==> src/rtl/p_serializer_27_bits.sv <==
// Parallel-in, serial-out transmitter, MSB first, one bit per clock, back-to-back frames.
// Latency: first bit the cycle after accept, frame_done WIDTH+1 cycles after accept.
// Backpressure: load_ready only while idle or on the last bit; load_data is held upstream until accepted.
module p_serializer_27_bits #(
  parameter int WIDTH = 27,
  localparam int CW = (WIDTH > 1) ? $clog2(WIDTH) : 1
) (
  input  logic             clk,
  input  logic             rst,
  input  logic             load_valid,
  input  logic [WIDTH-1:0] load_data,
  output logic             load_ready,
  output logic             ser_out,
  output logic             ser_valid,
  output logic             ser_last,
  output logic             frame_done
);

  typedef enum logic {
    IDLE,
    SHIFT
  } state_t;

  localparam logic [CW-1:0] CNT_MAX = CW'(WIDTH - 1);

  state_t           state_q, state_d;
  logic [WIDTH-1:0] shreg_q, shreg_d;
  logic [CW-1:0]    cnt_q, cnt_d;
  logic             last_bit;

  // Every output is decoded from registered state only, so load_ready has no path from load_valid.
  assign last_bit = (state_q == SHIFT) && (cnt_q == CNT_MAX);

  always_comb begin
    state_d    = state_q;
    shreg_d    = shreg_q;
    cnt_d      = cnt_q;
    load_ready = 1'b0;
    ser_out    = 1'b0;
    ser_valid  = 1'b0;
    ser_last   = 1'b0;

    case (state_q)
      IDLE: begin
        load_ready = 1'b1;
        if (load_valid) begin
          shreg_d = load_data;
          cnt_d   = '0;
          state_d = SHIFT;
        end
      end

      SHIFT: begin
        ser_out   = shreg_q[WIDTH-1];
        ser_valid = 1'b1;
        ser_last  = last_bit;
        if (last_bit) begin
          load_ready = 1'b1;
          cnt_d      = '0;
          if (load_valid) begin
            shreg_d = load_data;
          end else begin
            shreg_d = '0;
            state_d = IDLE;
          end
        end else begin
          shreg_d = {shreg_q[WIDTH-2:0], 1'b0};
          cnt_d   = cnt_q + 1'b1;
        end
      end

      default: begin
        state_d = IDLE;
        shreg_d = '0;
        cnt_d   = '0;
      end
    endcase
  end

  always_ff @(posedge clk) begin
    if (rst) begin
      state_q    <= IDLE;
      shreg_q    <= '0;
      cnt_q      <= '0;
      frame_done <= 1'b0;
    end else begin
      state_q    <= state_d;
      shreg_q    <= shreg_d;
      cnt_q      <= cnt_d;
      frame_done <= last_bit;
    end
  end

endmodule

==> config.mk <==
export PLATFORM = sky130hd
export DESIGN_NAME = p_serializer_27_bits
export DESIGN_NICKNAME = d
export VERILOG_FILES = /design/src/rtl/p_serializer_27_bits.sv
export SDC_FILE = /design/constraint.sdc
export NUM_CORES = 1
export LEC_CHECK = 0
export CORE_ASPECT_RATIO = 0.75
export CORE_MARGIN = 1
export CORE_UTILIZATION = 50
export CTS_CLUSTER_DIAMETER = 100
export DETAILED_ROUTE_END_ITERATION = 10
export PLACE_DENSITY = 0.78
export SLEW_MARGIN = 10
export SYNTH_ARGS = -nofsm -noshare
export SYNTH_HDL_FRONTEND = slang
export SYNTH_SLANG_ARGS = --single-unit
==> constraint.sdc <==
create_clock -name clk -period 2.8 [get_ports clk]
set_clock_uncertainty 0.15 [all_clocks]
set_input_delay 0.42 -clock clk [delete_from_list [all_inputs] [get_ports clk]]
set_output_delay 0.42 -clock clk [all_outputs]
set_load 0.03 [all_outputs]
==> results.sh <==
export IMPL_viasPerCell=5.625
export IMPL_path_common_cell="inv_1"
export IMPL_status="finished with violations"
export IMPL_fp_dieW_um=71.17
export IMPL_drv_slew=0
export IMPL_syn_num_nets=224
export IMPL_overflow=0
export IMPL_globalRouteTotalUtil_pct=21.85
export IMPL_final_util_pct=66.26
export IMPL_firstDrtPassIters=8
export IMPL_cp_end_kind="output pin"
export IMPL_fp_dieArea_um2=3835
export IMPL_violations="DRC"
export IMPL_ys_ff_latch=34
export IMPL_placed_area_um2=2132
export IMPL_critical_path_required_ns=2.23
export IMPL_rsz0062_at_grt="false"
export IMPL_fp_dieH_um=53.88
export IMPL_core_area_um2=3356
export IMPL_cts_buffer_depth=2
export IMPL_setup_violations_final=0
export IMPL_start_util_pct=53.47
export IMPL_drc=1
export IMPL_pin_count=35
export IMPL_cts_tree="built"
export IMPL_cp_slowest_cell="clkdlybuf4s50_1"
export IMPL_synthFlopType="dfxtp_1"
export IMPL_worstPathMaxFanout=10
export IMPL_grt_max_degree=31
export IMPL_yosysTopAreaCell="dfxtp_1"
export IMPL_cp_arrival_ns=2.05
export IMPL_synth_area_um2=1794
export IMPL_post_drt_wl_per_cell_um=14.60
export IMPL_fill_cells=268
export IMPL_cap_violations=0
export IMPL_cp_start_kind="flip-flop"
export IMPL_worstPathCellList="inv_1 > ha_1 > nand4b_4 > and2_4 > inv_1 > clkdlybuf4s50_1"
export IMPL_period_minus_slack_ns=2.615
export IMPL_clock_latency_ns=0.28
export IMPL_yosys_warnings=0
export IMPL_drtIter0Drc=99
export IMPL_async_flop_share_pct=0
export IMPL_synth_cell_type_count=33
export IMPL_ant_nets=0
export IMPL_yosysMostFrequentCell="dfxtp_1"
export IMPL_synth_area_leaders="dfxtp_1 38%, a221oi_2 17%, a21o_1 10%"
export IMPL_tightest_slew_ns=0.6457
export IMPL_drt_total_wl_um=3854
export IMPL_io_buffers=34
export IMPL_clock_fmax_mhz=382.4
export IMPL_hold_class="reg2reg"
export IMPL_cts_made_buffers=5
export IMPL_hold_viol_final=0
export IMPL_synth_edf_count=0
export IMPL_cts_resized=0
export IMPL_cts_hold_buf=0
export IMPL_antenna_found_initial=0
export IMPL_final_area_um2=2223
export IMPL_p_leak_nw=0.9518
export IMPL_grt_pass1_wl_um=6320
export IMPL_drive_gt1_share_pct=16.96
export IMPL_tns_ns=0
export IMPL_power_total_mw=1.128
export IMPL_hpwl_um=2592
export IMPL_postCtsSetupBuffers=0
export IMPL_final_nets=255
export IMPL_seqCellArea_um2=680.7
export IMPL_yosysTopAreaCellShare_pct=37.94
export IMPL_gp_congestion=0.7481
export IMPL_clkTransAtPathRegs_ns=0.07
export IMPL_clock_tree_root_cell="clkbuf_8"
export IMPL_post_route_period_util_pct=93.39
export IMPL_antenna_cells=0
export IMPL_yosysSeqAreaShare_pct=37.94
export IMPL_ir_drop_mv=0.3339
export IMPL_synthCells=192
export IMPL_cpPeakStageDelay_ns=0.66
export IMPL_num_vias=1485
export IMPL_critPathKind="reg2out"
export IMPL_clkSinkCount=34
export IMPL_synth_top_cells_by_count="34 x dfxtp_1, 30 x inv_1, 27 x nand2_1, 25 x a21o_1, 20 x a221oi_2"
export IMPL_grt_pass1_vias=1428
export IMPL_p_per_area_nw_per_um2=507.4
export IMPL_slew_limit_headroom_pct=56.95
export IMPL_htreeDepth=2
export IMPL_area_growth_synth_to_final_pct=23.92
export IMPL_synth_avg_cell_area_um2=9.345
export IMPL_multi_input_area_um2=890.9
export IMPL_rows=18
==> routing by layer <==
metal	up-vias	global-route usage, %	routed length, um
met2	26	37.94	1807
met3	10	5.056	131
li1	733	-	-
met5	-	0	0
met4	0	10.00	65
met1	716	26.33	1849
==> cell usage in the layout, fill, tap and decap left out, types with 2 or more instances in the layout <==
master           count
a21oi_1              4
clkbuf_8             6
buf_4                5
clkdlybuf4s50_1     34
nand2_1             27
inv_1               30
dfxtp_1             34
o2bb2a_1             2
ha_1                 2
nand4_1              2
nand3_1              2
a21o_1              25
a221oi_1             6
a221oi_2            20
nand2b_1             2
nor2_1               4
==> worst max-delay path: cells and delay by family, from the launching register on <==
kind	cells	cell delay (ns)
buffers and inverters	3	0.80
adders and majority gates	1	0.19
and+or+nand+nor	2	0.41
DFF	1	0.34
==> power by group <==
group          switching (mW)  leakage [nW]  internal (mW)
clock                   0.167        0.0482          0.198
combinational           0.119         0.623          0.110
sequential             0.0145         0.280          0.519
total                   0.301         0.952          0.827
==> final timing paths <==
kind	from	end	slack (ns)	cells past startpoint
setup reg to reg	cnt_q[0]	shreg_q[17]	0.79	6
hold reg to reg	shreg_q[12]	shreg_q[13]	0.32	2
setup / recovery	cnt_q[0]	load_ready	0.18	6
hold / removal	shreg_q[12]	shreg_q[13]	0.32	2
==> per-stage QoR <==
| step | setup slack [ns] | std cells | hold slack (ns) |
|---|---|---|---|
| 2_1_floorplan | 0.9335 | 192 | 0.2868 |
| 3_3_place_gp | 0.5501 | 256 | 0.3019 |
| 3_5_place_dp | 0.4912 | 256 | 0.3040 |
| 4_1_cts | 0.1711 | 264 | 0.3199 |
| 5_1_grt | 0.09088 | 264 | 0.3401 |
| 6_report | 0.1850 | 264 | 0.3207 |
==> final cells by class <==
type / instances / area share [%]
inverters: 30 / 5.065
clock buffers: 7 / 3.883
well taps: 40 / 2.251
clock inverters: 1 / 0.2251
flip-flops and latches: 34 / 30.61
repair buffers: 40 / 17.90
multi-input cells: 112 / 40.07
==> kinds of logic (layout without fill, tap and decap cells) <==
kind of cell             count (synthesis)  count (layout)  synth area share [%]
flip-flops                              34              34                 37.94
adder cells (fa/ha/maj)                  2               2                 1.394
AND/OR/NAND/NOR                         46              46                 12.62
buffers and inverters                   46              78                 12.55
AO/OA/AOI/OAI                           63              63                 34.94
multiplexers                             1               1                0.5579
==> state kept, by name, indices dropped and copies added (netlist names) <==
signal,count
shreg_q,27
cnt_q,5
frame_done,1
state_q,1
No activity file was read; power rests on OpenSTA's default activity.
